--- src/rtl/gb_cpu_common_pkg.sv ---
// gb_cpu_common_pkg: shared register addresses, timer FSM states and interrupt bit indices
package gb_cpu_common_pkg;
    localparam logic [15:0] ADDR_DIV  = 16'hFF04;
    localparam logic [15:0] ADDR_TIMA = 16'hFF05;
    localparam logic [15:0] ADDR_TMA  = 16'hFF06;
    localparam logic [15:0] ADDR_TAC  = 16'hFF07;
    localparam logic [15:0] ADDR_IF   = 16'hFF0F;
    localparam logic [15:0] ADDR_IE   = 16'hFFFF;
    localparam int INT_VBLANK = 0;
    localparam int INT_STAT   = 1;
    localparam int INT_TIMER  = 2;
    localparam int INT_SERIAL = 3;
    localparam int INT_JOYPAD = 4;
    typedef enum logic [1:0] {IDLE, OVF, RELOAD} timer_state_t;
endpackage

--- src/rtl/gb_timer.sv ---
// gb_timer: divider, TAC-selected falling-edge tap, TIMA/TMA/TAC and overflow/reload FSM
//   in : clk, reset (async high), i_wr_div/i_wr_tima/i_wr_tma/i_wr_tac write strobes, i_data write data
//   out: timer_irq (combinational request, ORed into IF at the reload edge),
//        div_o (cnt[13:6]), tima_o, tma_o, tac_o
module gb_timer
    import gb_cpu_common_pkg::*;
(
    input  logic       clk,
    input  logic       reset,
    input  logic       i_wr_div,
    input  logic       i_wr_tima,
    input  logic       i_wr_tma,
    input  logic       i_wr_tac,
    input  logic [7:0] i_data,
    output logic       timer_irq,
    output logic [7:0] div_o,
    output logic [7:0] tima_o,
    output logic [7:0] tma_o,
    output logic [2:0] tac_o
);
    logic [13:0]  r_cnt;
    logic [7:0]   r_tima;
    logic [7:0]   r_tma;
    logic [2:0]   r_tac;
    logic         r_s_d;
    timer_state_t r_state;
    logic         w_tap;
    logic         w_s;
    logic         w_inc;

    assign w_tap     = r_tac[1] ? (r_tac[0] ? r_cnt[5] : r_cnt[3]) : (r_tac[0] ? r_cnt[1] : r_cnt[7]);
    assign w_s       = r_tac[2] & w_tap;
    // Falling edge of the gated tap; DIV resets and TAC changes can fake one
    assign w_inc     = r_s_d & ~w_s;
    // A TIMA write during OVF cancels the reload and its interrupt
    assign timer_irq = (r_state == OVF) && !i_wr_tima;
    assign div_o     = r_cnt[13:6];
    assign tima_o    = r_tima;
    assign tma_o     = r_tma;
    assign tac_o     = r_tac;

    always_ff @(posedge clk or posedge reset) begin
        if (reset) begin
            r_cnt <= '0;
            r_s_d <= 1'b0;
            r_tma <= '0;
            r_tac <= '0;
        end else begin
            r_cnt <= i_wr_div ? 14'd0 : r_cnt + 14'd1;
            r_s_d <= w_s;
            r_tma <= i_wr_tma ? i_data : r_tma;
            r_tac <= i_wr_tac ? i_data[2:0] : r_tac;
        end
    end

    always_ff @(posedge clk or posedge reset) begin
        if (reset) begin
            r_tima  <= '0;
            r_state <= IDLE;
        end else begin
            case (r_state)
                IDLE: begin
                    if (i_wr_tima) begin
                        r_tima <= i_data;
                    end else if (w_inc) begin
                        r_tima  <= r_tima + 8'd1;
                        r_state <= (r_tima == 8'hFF) ? OVF : IDLE;
                    end
                end
                OVF: begin
                    r_tima  <= i_wr_tima ? i_data : (i_wr_tma ? i_data : r_tma);
                    r_state <= i_wr_tima ? IDLE : RELOAD;
                end
                default: begin
                    r_tima  <= i_wr_tma ? i_data : r_tima;
                    r_state <= IDLE;
                end
            endcase
        end
    end
endmodule

--- src/rtl/gb_timer_intc.sv ---
// gb_timer_intc: memory-mapped timer plus IF/IE interrupt controller feeding gb_cpu
//   in : clk, reset (async high), addr_i/data_i/wr_en CPU bus, irq_req_i external requests,
//        clear_interrupt_flag CPU acknowledge
//   out: data_o/data_o_valid combinational read port, reg_IF {3'b0, IF}, reg_IE
module gb_timer_intc
    import gb_cpu_common_pkg::*;
(
    input  logic        clk,
    input  logic        reset,
    input  logic [15:0] addr_i,
    input  logic [7:0]  data_i,
    input  logic        wr_en,
    input  logic [4:0]  irq_req_i,
    input  logic        clear_interrupt_flag,
    output logic [7:0]  data_o,
    output logic        data_o_valid,
    output logic [7:0]  reg_IF,
    output logic [7:0]  reg_IE
);
    logic [4:0] r_if;
    logic [7:0] r_ie;
    logic       w_timer_irq;
    logic [7:0] w_div;
    logic [7:0] w_tima;
    logic [7:0] w_tma;
    logic [2:0] w_tac;
    logic [4:0] w_if_wr;
    logic [4:0] w_if_clr;
    logic [4:0] w_if_next;

    gb_timer u_timer (
        .clk       (clk),
        .reset     (reset),
        .i_wr_div  (wr_en && addr_i == ADDR_DIV),
        .i_wr_tima (wr_en && addr_i == ADDR_TIMA),
        .i_wr_tma  (wr_en && addr_i == ADDR_TMA),
        .i_wr_tac  (wr_en && addr_i == ADDR_TAC),
        .i_data    (data_i),
        .timer_irq (w_timer_irq),
        .div_o     (w_div),
        .tima_o    (w_tima),
        .tma_o     (w_tma),
        .tac_o     (w_tac)
    );

    // Write, then acknowledge lowest set bit, then merge new requests so they win
    assign w_if_wr   = (wr_en && addr_i == ADDR_IF) ? data_i[4:0] : r_if;
    assign w_if_clr  = clear_interrupt_flag ? (w_if_wr & (w_if_wr - 5'd1)) : w_if_wr;
    assign w_if_next = w_if_clr | irq_req_i | (5'(w_timer_irq) << INT_TIMER);
    assign reg_IF    = {3'b000, r_if};
    assign reg_IE    = r_ie;

    always_ff @(posedge clk or posedge reset) begin
        if (reset) begin
            r_if <= '0;
            r_ie <= '0;
        end else begin
            r_if <= w_if_next;
            r_ie <= (wr_en && addr_i == ADDR_IE) ? data_i : r_ie;
        end
    end

    always_comb begin
        data_o       = 8'h00;
        data_o_valid = 1'b1;
        case (addr_i)
            ADDR_DIV:  data_o = w_div;
            ADDR_TIMA: data_o = w_tima;
            ADDR_TMA:  data_o = w_tma;
            ADDR_TAC:  data_o = {5'b11111, w_tac};
            ADDR_IF:   data_o = {3'b111, r_if};
            ADDR_IE:   data_o = r_ie;
            default:   data_o_valid = 1'b0;
        endcase
    end
endmodule

--- config.mk ---
export PLATFORM = sky130hd
export DESIGN_NAME = gb_timer_intc
export DESIGN_NICKNAME = d
export VERILOG_FILES = /design/src/rtl/gb_cpu_common_pkg.sv /design/src/rtl/gb_timer.sv /design/src/rtl/gb_timer_intc.sv
export SDC_FILE = /design/constraint.sdc
export NUM_CORES = 1
export LEC_CHECK = 0
export CAP_MARGIN = 0
export CORE_MARGIN = 2
export CORE_UTILIZATION = 30
export DETAILED_ROUTE_END_ITERATION = 6
export PLACE_DENSITY_LB_ADDON = 0.3
export SYNTH_ARGS = -nofsm -noshare
export SYNTH_HDL_FRONTEND = slang
export SYNTH_SLANG_ARGS = --single-unit
--- constraint.sdc ---
create_clock -name clk -period 2.2 [get_ports clk]
set_input_delay 0.55 -clock clk [delete_from_list [all_inputs] [get_ports clk]]
set_output_delay 0.55 -clock clk [all_outputs]
set_load 0.01 [all_outputs]
## Word-level counts from Yosys, hierarchy flattened

Cells that the tools add are included.

- Output and inout bits: 25
- Memories kept: 0
- Logic and storage cells: 60
- Memory bits (writable): 0
- Bits in latches: 0
- Bits in registers: 49
- ROM bits: 0

- Shifts and indexed selects: 0
- Muxes and demuxes: 19
- Bitwise gates (word level): 6
- Equal/unequal tests: 11
- $add $sub $neg: 3
- Div/mod/pow operators: 0
- Multipliers: 0
- Order comparisons: 0
- Reduce and logical (&&, ||, !) cells: 13

Operators by type and width:

| cell | count |
|---|---|
| $eq 16x16->1 const B | 6 |
| $pmux 8 s6 | 1 |
| $mux 8 | 5 |
| $pmux 8 s2 | 1 |
| $add 14x1->14 const B | 1 |
| $mux 14 | 1 |
| $mux 5 | 2 |
| $add 8x1->8 const B | 1 |
| $eq 8x8->1 const B | 1 |
| $logic_and 1x1->1 | 7 |
| $mux 2 | 3 |
| $reduce_or 6->1 | 1 |
| $and 5x5->5 | 1 |
| $mux 1 | 5 |
| $or 5x3->5 | 1 |
| $or 5x5->5 | 1 |
| $sub 5x1->5 const B | 1 |
| $pmux 2 s2 | 1 |
| $reduce_and 2->1 | 2 |
| $ne 3x1->1 const B | 1 |
| $reduce_bool 3->1 | 1 |
| $and 1x1->1 | 2 |
| $eq 2x1->1 const B | 1 |
| $logic_not 2->1 | 1 |
| other kinds (4) | 4 |

## Longest topological paths before layout

Gate-level depths: netlist of run 1.

- Word-level depth: 8
- Depth in mapped cells: 7
- Gate-level depth less buffers: 6

## Cells and area by module

From an unflattened synthesis of run 1, not the netlist that was laid out.

- Cell total of the unflattened synthesis: 310
- Area total of the unflattened synthesis: 3055.4 sq um

Modules (own cells, without submodules):

| module | seq. area each (sq um) | instances | cells an instance | area each (sq um) |
|---|---|---|---|---|
| gb_timer | 900.9 | 1 | 179 | 1903.1 |
| gb_timer_intc | 325.3 | 1 | 131 | 1152.4 |

## Worst setup path after synthesis of run 1

No wires, ideal clock.

- Kind: input to output
- Start: input addr_i[5]
- End: output data_o[5]
- Cell stages on the path: 4
- Slack: -0.082 ns
- Required time: 1.650 ns
- Data arrival time: 1.732 ns
- Path through: or4_4 -> nor3_4 -> nand3_1 -> o21ai_0

- Word-level cells in the longest chain between the ends: 2
- Elaborated cells between the ends (all ways): 7
- Those cells by class: eq/ne (6); mux (1)

Ends and longest elaborated chain:

| what | RTL line | RTL |
|---|---|---|
| from (decl) | gb_timer_intc.sv:10 | `input logic [15:0] addr_i,` |
| $eq 16x16->1 | gb_timer_intc.sv:66 | `case (addr_i)` |
| $pmux 8 s6 * | gb_timer_intc.sv:66 |  |
| to (decl) | gb_timer_intc.sv:15 | `output logic [7:0] data_o,` |

Mark *: on every way between the ends. The rest lies on a longest branch, timed or not.

## Final worst setup path of run 1

- Start: input addr_i[6]
- End: output data_o[1]

The elaborated chain is that of the path after synthesis.

==> implementation parameters, run 1 <==
Parameter                              Value

Status
  Status    finished with violations
  Violated checks    negative setup slack

STA
  Min cycle time layout    ~2.6 ns
  Final Max Slew Viols    0
  Max Freq    390 MHz
  Final worst-path cycle share    117%
  Final WS setup    -0.366 ns
  Setup violation total in the final timing report    13
  Hold Fails Final Rpt    0
  Hold_ws    0.498 ns
  Setup skew after layout    a little over 0.009 ns
  Setup repair after global routing missed its margin    yes

Clock tree
  Number of buffers between clock root and the deepest sink    2
  H-tree Lvls    2
  Number of CTS-inserted buffers    5
  CTS tree    built
  Number of clock sinks seen by CTS    slightly below 50
  Clock transition time at the flip-flop clock pins of the worst setup and hold paths    0.09 ns
  Clock root buffer    clkbuf_8
  Clock latency of the later-clocked register in the worst-skew pair    0.31 ns

Pwr
  Share of power burned in combinational logic    12.0%
  Power per Cell Area    423 nW/µm²
  Final Power    0.00184 W
  Power spent charging and discharging nets    0.000441 W
  Sw Ratio    between 20% and 30%
  IR Drop Worst-Case VDD    0.301 mV
  Static leakage power    1.90 nW
  Pint    0.00140 W
  Clock power share    36.7%
  Part of the total power dissipated in sequential elements    roughly half

Drt
  DR pass1 iterations    5
  Total number of vias    approximately 3000
  Routed wire length per instance    16.7 µm
  Iteration-0 DRC Markers    252
  Drt drc    0
  Antenna-violating nets left    0
  Total wire length    9580 µm
  Vias/cell    5.27

Setup path
  Cell with the most instances on the worst path    buf_6
  Max stage delay on crit path    0.32 ns
  Nature of the critical path startpoint    primary input
  Arrival @ worst endpoint    2.02 ns
  Critical Path Slowest Stage Cell    nor4_4
  Crit path required time    1.65 ns
  Classification of the worst setup path    in2out
  Cell family with the largest share of critical-path delay    buffers and inverters
  List of cells traversed by the critical path    buf_6 > buf_6 > nor4_4 > buf_4 > nand2_4 > nor2_4 > buf_6 > a222oi_1 > o211ai_1 > buf_2
  Sum of buffers and inverters on the critical path    5
  Largest fanout on the critical path    5
  Endpoint class of the critical path    primary output

Synthesis
  YS warnings    0
  Sequential share of the synthesized area    41.8%
  Share of synthesized registers carrying an async set or reset    100%
  Avg Inst Size Synth    9.15 µm²
  Unique masters post-synth    54
  Flops & latches, synth    49
  Mapped cell area    about 3000 µm²
  Synth Instances    approximately 320
  Commonest register cell after synthesis    dfrtp_1
  Number of synthesized flops with an enable pin    0

Placed design
  Dpl cells    about 560
  Gpl congestion    between 0.8 and 0.9
  Number of buffer cells added on primary ports    54
  Setup slack after placement    -1.12 ns
  Standard cell area after detailed placement    4030 µm²
  Sum of net half-perimeters after detailed placement    7120 µm

Final layout
  Layout filler cell count    967
  Sequential cell area    1230 µm²
  P&R area growth vs syn    48.5%
  Fin area    roughly 4400 µm²
  Most common cell after layout, fill and taps aside    buf_4
  NumNets Final    474
  Number of diodes    0
  Fraction of final layout cells with drive strength greater than 1    32.3%
  Post-Layout Cell Count    around 570
  Multi-input logic area    1820 µm²
  Most used cells in the layout excluding fill and tap cells    buf_4 (53), dfrtp_1 (49), nand2_1 (41)

GRT
  Initial antenna violation count    0
  Vias in the first global route    2923
  Wire length of the first global-routing pass    roughly 15000 µm
  Congestion Overflow GR    0
  Maximum number of pins on one net before global-route repair    50
  All-layer global routing usage    18.2%

Die
  Number of placement rows    36
  Top-level I/O count    58
  Core box area    9640 µm²
  Die height    103 µm
  Initial Utilization    30.5%
  Overall die width    roughly 100 µm
  Overall die area    around 11000 µm²

Worst hold path
  Hold WC Path Type    reg2reg

Run
  Number of maximum-capacitance violations    0
-- synthesized netlist by cell type (2+ instances only) --
cell	n	area, µm²
o21a_1	2	15.0
ha_1	2	25.0
clkbuf_1	4	15.0
a222oi_1	6	60.1
nor2_2	3	18.8
inv_1	9	33.8
or3_1	4	25.0
nor2_1	36	135
and3_1	5	31.3
xor2_1	10	87.6
and2_1	2	12.5
xnor2_1	7	61.3
o2bb2ai_1	2	17.5
a21oi_1	19	95.1
o21bai_1	2	15.0
dfrtp_1	49	1230
nand4_1	11	68.8
o22ai_1	4	25.0
and4_1	3	26.3
a22oi_1	5	37.5
nand2_1	44	165
o211ai_1	6	45.0
nor2b_1	3	18.8
nand3_1	20	100
mux2i_1	7	70.1
buf_4	3	22.5
nor3_1	4	20.0
mux2_2	12	135
o32a_1	3	30.0
o21ai_0	8	40.0
nor3_4	3	48.8
-- power groups by stage --
stage | clock (W) | sequential (W) | combinational [W]
2_1_floorplan | 0 | 0.000958 | 0.0000786
3_3_place_gp | 0 | 0.000963 | 0.000211
3_5_place_dp | 0 | 0.000963 | 0.000215
4_1_cts | 0.000694 | 0.000945 | 0.000216
5_1_grt | 0.000728 | 0.000949 | 0.000240
6_report | 0.000677 | 0.000945 | 0.000221
-- through the flow --
| stage | setup TNS (ns) | util [%] |
|---|---|---|
| after floorplan | -0.140 | - |
| after global placement | -24.19 | 41.8 |
| after detailed placement | -26.11 | 41.8 |
| after CTS | -2.85 | 44.0 |
| after global routing | -3.56 | 45.2 |
| final | -2.69 | 45.2 |
-- final cells by class --
type / count / share of cell area [%]
clock buffer: 7 / 1.98
timing repair buffer: 118 / 22.9
sequential: 49 / 28.1
inverter: 9 / 0.775
tap: 133 / 3.82
clock inverter: 1 / 0.689
multi-input combinational: 256 / 41.7
-- timing repair --
| item | CTS | global route |
|---|---|---|
| gates resized for setup | 101 | 29 |
| gates cloned | 0 | 1 |
| setup buffers | 5 | 5 |
| hold buffers | 0 | 0 |
| endpoints found under the setup margin | 37 | 19 |
| pin swaps | 24 | 23 |
-- routing by layer --
layer | global-route usage, % | part of all wire, % | vias to the layer above | wire length (µm)
met5 | 0 | 0 | - | 0
met4 | 5.16 | 2.0 | 0 | 193
met3 | 2.71 | 4.6 | 23 | 439
met2 | 32.2 | 51 | 114 | 4910
met1 | 23.2 | 42 | 1475 | 4040
li1 | - | - | 1409 | -
-- worst paths after layout --
kind                                   from           endpoint  slack (ns)  cells after the start
max reg2reg                u_timer.tac_o[0]  u_timer.tima_o[6]        0.44                      7
min in group asynchronous             reset            r_if[1]        0.59                      3
min                        u_timer.r_cnt[0]   u_timer.r_cnt[0]        0.50                      1
max                               addr_i[6]          data_o[1]       -0.37                     10
max in group asynchronous             reset          reg_IE[6]        1.37                      3
min reg2reg                u_timer.r_cnt[0]   u_timer.r_cnt[0]        0.50                      1
-- worst register-to-register path, stage by stage (launching register included) --
cell and delay [ns]:
dfrtp_1 0.44, mux2i_1 0.25, o22ai_1 0.19, nor2_1 0.14, buf_4 0.20, a2bb2oi_4 0.23, o21ai_1 0.09, o22ai_1 0.14
-- kinds of logic (layout without fill, tap and decap cells) --
kind of cell	after synthesis	count (layout)	synth area share, %
and+or+nand+nor	149	149	26.2
AOI/OAI and AO/OA	65	66	15.9
DFF	49	49	41.8
muxes	19	19	6.99
buffers and inverters	19	135	3.15
xor gates and xnor gates	17	17	5.07
adders and majority gates	2	2	0.852
other	1	3	0.128
-- state kept, by name (all words and copies together), names as in the netlist --
name and cells:
r_if 5, reg_IE 8, u_timer.tma_o 8, u_timer.tima_o 8
u_timer.r_state 2, u_timer.r_cnt 14, u_timer.r_s_d 1, u_timer.tac_o 3
(Power assumes the default switching activity.)
==> inputs of run 2 (changes only) <==
Settings changed: CAP_MARGIN 0 to 10.
==> results of run 2 <==
No change in the layout: final DEF, timing and power equal those of run 1.
==> edit 1: new RTL, config.mk and constraints of run 1 <==
Take the reset off `r_ie` and load it in a clocked block of its own.
--- a/src/rtl/gb_timer_intc.sv
+++ b/src/rtl/gb_timer_intc.sv
@@ -53,11 +53,13 @@
     always_ff @(posedge clk or posedge reset) begin
         if (reset) begin
             r_if <= '0;
-            r_ie <= '0;
         end else begin
             r_if <= w_if_next;
-            r_ie <= (wr_en && addr_i == ADDR_IE) ? data_i : r_ie;
         end
+    end
+
+    always_ff @(posedge clk) begin
+        r_ie <= (wr_en && addr_i == ADDR_IE) ? data_i : r_ie;
     end
 
     always_comb begin
Check against the original RTL: not equivalent (a bounded check fails within 4 cycles, from zero or initial values and one cycle with reset high).
==> edit 1 against run 1 <==
The run still ends with negative setup slack left. Area after synthesis grew 2.6%. Highest routed layer unchanged. Worst setup slack lost 0.49 ns. Core utilization grew 4.7 points. Synthesized cell count shrank 4.4%. Critical path depth shrank 3. Final area grew 12%. Sequential cell count is the same. Routed wire length grew 11%. Total power shrank 3.9%. Clock power shrank 20%.
==> edit 1: results (changes against run 1) <==
Status: complete, but fails checks (unchanged)
Failing checks: negative setup slack (unchanged)
Vias/cell: 5.37 (was 5.27)
Max reg flops: 14 (unchanged)
Post_cts resized: 129 (was 101)
Flop pwr share: 0.545 (was 0.513)
Max incr delay on CP: 0.52 ns (was 0.32 ns)
Critical Path AT: 2.50 ns (was 2.02 ns)
DR iter-0 viols: 229 (was 252)
Clock skew: 0.00459 ns (was 0.00906 ns)
Worst IR Drop VDD: 0.000221 V (was 0.000301 V)
Synthesis Warnings: 0 (unchanged)
Largest net degree at the start of global routing: 42 (was 50)
GP Congestion: 0.935 (was 0.862)
Root Driver: clkbuf_8 (unchanged)
CP Max Fanout: 5 (unchanged)
Switching portion of total power: 0.266 (was 0.239)
Nets@finish: 490 (was 474)
Synth area leaders: dfrtp_1, edfxtp_1, mux2_2, nor2_1, mux4_2 (was dfrtp_1, nand2_1, nor2_1, mux2_2, nand3_1)
Number of flops mapped to enable cells by yosys: 8 (was 0)
Layout cells sized above 1: 0.399 (was 0.323)
Fin worst setup slack: -0.852 ns (was -0.366 ns)
Clock Path Buffers: 2 (unchanged)
Synth async-reset ratio: 0.837 (was 1.00)
Clock power share: 0.305 (was 0.367)
Leakage power: 2.12 nW (was 1.90 nW)
Worst path slowest cell: or4_4 (was nor4_4)
Fin Setup TNS: -15.72 ns (was -2.69 ns)
Register area share after synthesis: 0.420 (was 0.418)
Gr usage total: 0.196 (was 0.182)
Commonest cells in the netlist: dfrtp_1, nor2_1, nand2_1 (was dfrtp_1, nand2_1, nor2_1)
Number of global-route vias before repair: 3310 (was 2923)
Final setup violation count: 45 (was 13)
WL final: 10600 um (was 9580 um)
First-pass GRT wire length: 17200 um (was 14800 um)
Filler cells: 928 (was 967)
Least-Margin Pin Slew: 0.601 ns
Worst skew pair latency: 0.31 ns (about the same)
DP HPWL: 7440 um (was 7120 um)
Setup Buffers After CTS: 23 (was 5)
Synth cell types: 59 (was 54)
Antenna Cells: 0 (unchanged)
==> edit 1: cell count changes in the layout (fill, tap and decap cells not counted), sizes merged, moves of 6 or more <==
| cell | before | now |
|---|---|---|
| edfxtp | 0 | 8 |
| buf | 81 | 112 |
| a21oi | 19 | 8 |
| nand3 | 21 | 11 |
| nand2b | 1 | 7 |
| dfrtp | 49 | 41 |
| o21ai | 9 | 16 |
| nor2 | 39 | 27 |
| nand2 | 45 | 21 |
==> edit 1: cell families after synthesis <==
family,Yosys count,synth area share
xor+xnor,17,0.0494
simple gates,122,0.221
flops,49,0.420
other cells,1,0.00124
compound gates,72,0.172
buf+inv,22,0.0345
fa+ha+maj,2,0.00830
mux,22,0.0943
==> edit 1: power groups by stage <==
stage | Sequential, mW | Clock [mW] | Combinational [mW]
2_1_floorplan | 0.979 | 0 | 0.0973
4_1_cts | 0.964 | 0.553 | 0.255
3_5_place_dp | 0.982 | 0 | 0.243
5_1_grt | 0.968 | 0.583 | 0.290
6_report | 0.965 | 0.540 | 0.266
3_3_place_gp | 0.981 | 0 | 0.241
==> edit 1: area by class of cell <==
| cell class | instances | share of cell area |
|---|---|---|
| clock inverters | 1 | 0.00128 |
| flip-flops and latches | 49 | 0.259 |
| clock buffers | 7 | 0.0156 |
| inverters | 7 | 0.00538 |
| repair buffers | 154 | 0.278 |
| well taps | 133 | 0.0341 |
| multi-input cells | 238 | 0.406 |
==> edit 1: path summary, 6_finish.rpt <==
check                           cells after the start           endpoint        startpoint  slack (ns)
worst max-delay path                                7          data_o[3]         addr_i[6]       -0.85
worst min-delay path                                1   u_timer.r_cnt[0]  u_timer.r_cnt[0]        0.52
worst max register to register                      7  u_timer.tima_o[4]  u_timer.tac_o[1]        0.04
worst min register to register                      1   u_timer.r_cnt[0]  u_timer.r_cnt[0]        0.52
max in group asynchronous                           3  u_timer.tima_o[2]             reset        1.15
min in group asynchronous                           3   u_timer.r_cnt[5]             reset        0.67
==> edit 1: worst max-delay path, delay by kind of cell <==
family | cells | cell delay, ns
buffers and inverters | 3 | 0.42
AND/OR/NAND/NOR | 3 | 1.41
AO/OA/AOI/OAI | 1 | 0.13
==> edit 1: routing by layer <==
layer,track usage,vias to the layer above,part of all wire
li1,-,1466,-
met4,0.0541,0,0.018
met2,0.338,119,0.50
met5,0,-,0
met3,0.0357,17,0.059
met1,0.253,1560,0.42
==> edit 1: through the flow <==
step / area [um^2] / hold slack (ns) / utilization / cells / worst slack, ns
CTS: 4700 / 0.532 / 0.481 / 582 / -0.903
detailed placement: 4250 / 0.517 / 0.435 / 552 / -1.58
floorplan: 3090 / 0.470 / - / 309 / -0.689
global route: 4880 / 0.572 / 0.499 / 589 / -0.896
finish: 4880 / 0.524 / 0.499 / 589 / -0.852
global placement: 4250 / 0.501 / 0.435 / 552 / -1.51
==> edit 2: new RTL, settings of run 1 <==
Made on the original files. Make the reset (`reset`) synchronous in 3 clocked blocks. Comments in the files are not updated.
--- a/src/rtl/gb_timer.sv
+++ b/src/rtl/gb_timer.sv
@@ -39,7 +39,7 @@
     assign tma_o     = r_tma;
     assign tac_o     = r_tac;
 
-    always_ff @(posedge clk or posedge reset) begin
+    always_ff @(posedge clk) begin
         if (reset) begin
             r_cnt <= '0;
             r_s_d <= 1'b0;
@@ -53,7 +53,7 @@
         end
     end
 
-    always_ff @(posedge clk or posedge reset) begin
+    always_ff @(posedge clk) begin
         if (reset) begin
             r_tima  <= '0;
             r_state <= IDLE;
--- a/src/rtl/gb_timer_intc.sv
+++ b/src/rtl/gb_timer_intc.sv
@@ -50,7 +50,7 @@
     assign reg_IF    = {3'b000, r_if};
     assign reg_IE    = r_ie;
 
-    always_ff @(posedge clk or posedge reset) begin
+    always_ff @(posedge clk) begin
         if (reset) begin
             r_if <= '0;
             r_ie <= '0;
Check against the original RTL: differs if reset is asserted again (counterexample within 4 cycles, from zero or initial values and one cycle with reset high); with reset held inactive, the same outputs for 10 cycles.
==> edit 2 against run 1 <==
The flow still finishes with violations (negative setup slack). Core utilization up 1.3 points. Total power down 8.1%. Worst setup slack better by 0.0085 ns. Hold slack worse by 0.023 ns. First-iteration DRC count up 16%. Critical path depth down 1. Final area down 6.9%. Combinational power down 5%. Non-clock buffer count down 1. Routed wire length down 4.3%. Area after synthesis down 7.8%. Sequential cell count unchanged. Sequential share of layout area down 4.0 points. Clock power down 16%. Highest routed layer unchanged.
==> edit 2: results (changes against run 1) <==
Status: complete, but fails checks (unchanged)
Failing checks: negative setup slack (unchanged)
CP Max Fanout: 8 (was 5)
Final setup violation count: 9 (was 13)
Non-filler cells, final: 558 (was 573)
Pre-CTS setup slack: -1.11 ns (was -1.12 ns)
Worst hold slack: 0.475 ns (was 0.498 ns)
Clk. pwr: 0.572 mW (was 0.677 mW)
Hold Path Class: reg2reg (unchanged)
Total power: 1.69 mW (was 1.84 mW)
Reg2Reg Launch Point: u_timer.tac_o[1] (was u_timer.tac_o[0])
Number of global-route vias before repair: 2959 (was 2923)
Hold Path End: u_timer.r_cnt[0] (unchanged)
Global-route met1 utilization: 0.248 (was 0.232)
CP delay by family, top: simple AND/OR/NAND/NOR gates (was buffers and inverters)
Post-synthesis mux area share: 0.0527 (was 0.0699)
Synth async-reset ratio: 0 (was 1.00)
Syn Inst Count: 336 (was 321)
GP Congestion: 0.878 (was 0.862)
Min-delay src: u_timer.r_cnt[0] (unchanged)
Leakage power: 1.61 nW (was 1.90 nW)
DP HPWL: 6820 um (was 7120 um)
Routing usage on met3: 0.0440 (was 0.0271)
Synth cell types: 53 (was 54)
Combinational Power Share: 0.124 (was 0.120)
Drt pass-1 iters: 5 (unchanged)
Fin Setup TNS: -2.70 ns (was -2.69 ns)
Reg2reg end: u_timer.tima_o[5] (was u_timer.tima_o[6])
Worst IR Drop VDD: 0.000211 V (was 0.000301 V)
Largest net degree at the start of global routing: 19 (was 50)
Nets@finish: 484 (was 474)
WL final: 9170 um (was 9580 um)
Internal: 1.26 mW (was 1.40 mW)
Area share of fa/ha/maj cells after synthesis: 0.00924 (was 0.00852)
Met2 Usage GRT: 0.308 (was 0.322)
Fin worst setup slack: -0.357 ns (was -0.366 ns)
XOR/XNOR Fraction of Synth Area: 0.0582 (was 0.0507)
Synth Area in Compound Gates: 0.218 (was 0.159)
Synth area leaders: dfxtp_1, nor2_1, nand2_1, mux2i_1, a21oi_1 (was dfrtp_1, nand2_1, nor2_1, mux2_2, nand3_1)
Worst path slowest cell: nor4_4 (unchanged)
First-pass GRT wire length: 14900 um (was 14800 um)
Vias/cell: 5.35 (was 5.27)
Clock skew: 0.00777 ns (was 0.00906 ns)
Filler cells: 830 (was 967)
Register area share after synthesis: 0.362 (was 0.418)
Layout cells sized above 1: 0.302 (was 0.323)
DR iter-0 viols: 293 (was 252)
Inst Count DP: 540 (was 555)
Commonest cells in the netlist: dfxtp_1, nor2_1, nand2_1 (was dfrtp_1, nand2_1, nor2_1)
Post-DP Area: 3800 um^2 (was 4030 um^2)
Max incr delay on CP: 0.29 ns (was 0.32 ns)
FF-to-FF setup slack: 0.31 ns (was 0.44 ns)
## edit 2: cell types whose count changed after synthesis, moves of 5 or more
cell,delta
nor2_1,+8
dfrtp_1,-49
inv_1,+5
mux2i_1,+5
dfxtp_1,+49
o22a_1,+5
mux2_2,-10
a221oi_1,+7
## edit 2: final cells by class
class / instances / area, um^2 / share of cell area
Sequential cell: 49 / 981 / 0.242
Clock buffer: 6 / 82.6 / 0.0203
Multi-Input combinational cell: 262 / 1770 / 0.436
Tap cell: 108 / 135 / 0.0333
Timing Repair Buffer: 117 / 1030 / 0.253
Clock inverter: 2 / 13.8 / 0.00339
Inverter: 14 / 52.6 / 0.0129
## edit 2: how the worst max path moves through the flow
stage | slack [ns] | startpoint | cells past startpoint | end
floorplan | -0.11 | addr_i[5] | 5 | data_o[4]
global placement | -1.11 | addr_i[5] | 7 | data_o[4]
detailed placement | -1.11 | addr_i[5] | 7 | data_o[4]
CTS | -0.36 | addr_i[6] | 10 | data_o[3]
global route | -0.42 | addr_i[4] | 9 | data_o[2]
finish | -0.36 | addr_i[4] | 9 | data_o[1]
## edit 2: cell families (layout without fill, tap and decap cells)
kind of cell | count (synthesis) | after routing
AO/OA/AOI/OAI | 82 | 82
XOR/XNOR | 18 | 18
adder cells (fa/ha/maj) | 2 | 2
buffers and inverters | 27 | 139
flip-flops | 49 | 49
multiplexers | 14 | 14
other | 1 | 3
AND/OR/NAND/NOR | 143 | 143
## edit 2: layer usage
metal  up-vias  routed length [um]
met5         -                   0
met4         0                 235
met3        18                 614
met2       112                4350
met1      1408                3960
li1       1446                   -
## edit 2: timing repair
item / CTS / global route
gates resized for setup: 127 / 22
endpoints found under the hold margin: 0 / 0
gates cloned: 1 / 0
hold buffers: 0 / 0
pin swaps: 15 / 16
setup buffers: 9 / 2
setup endpoints to repair: 28 / 14
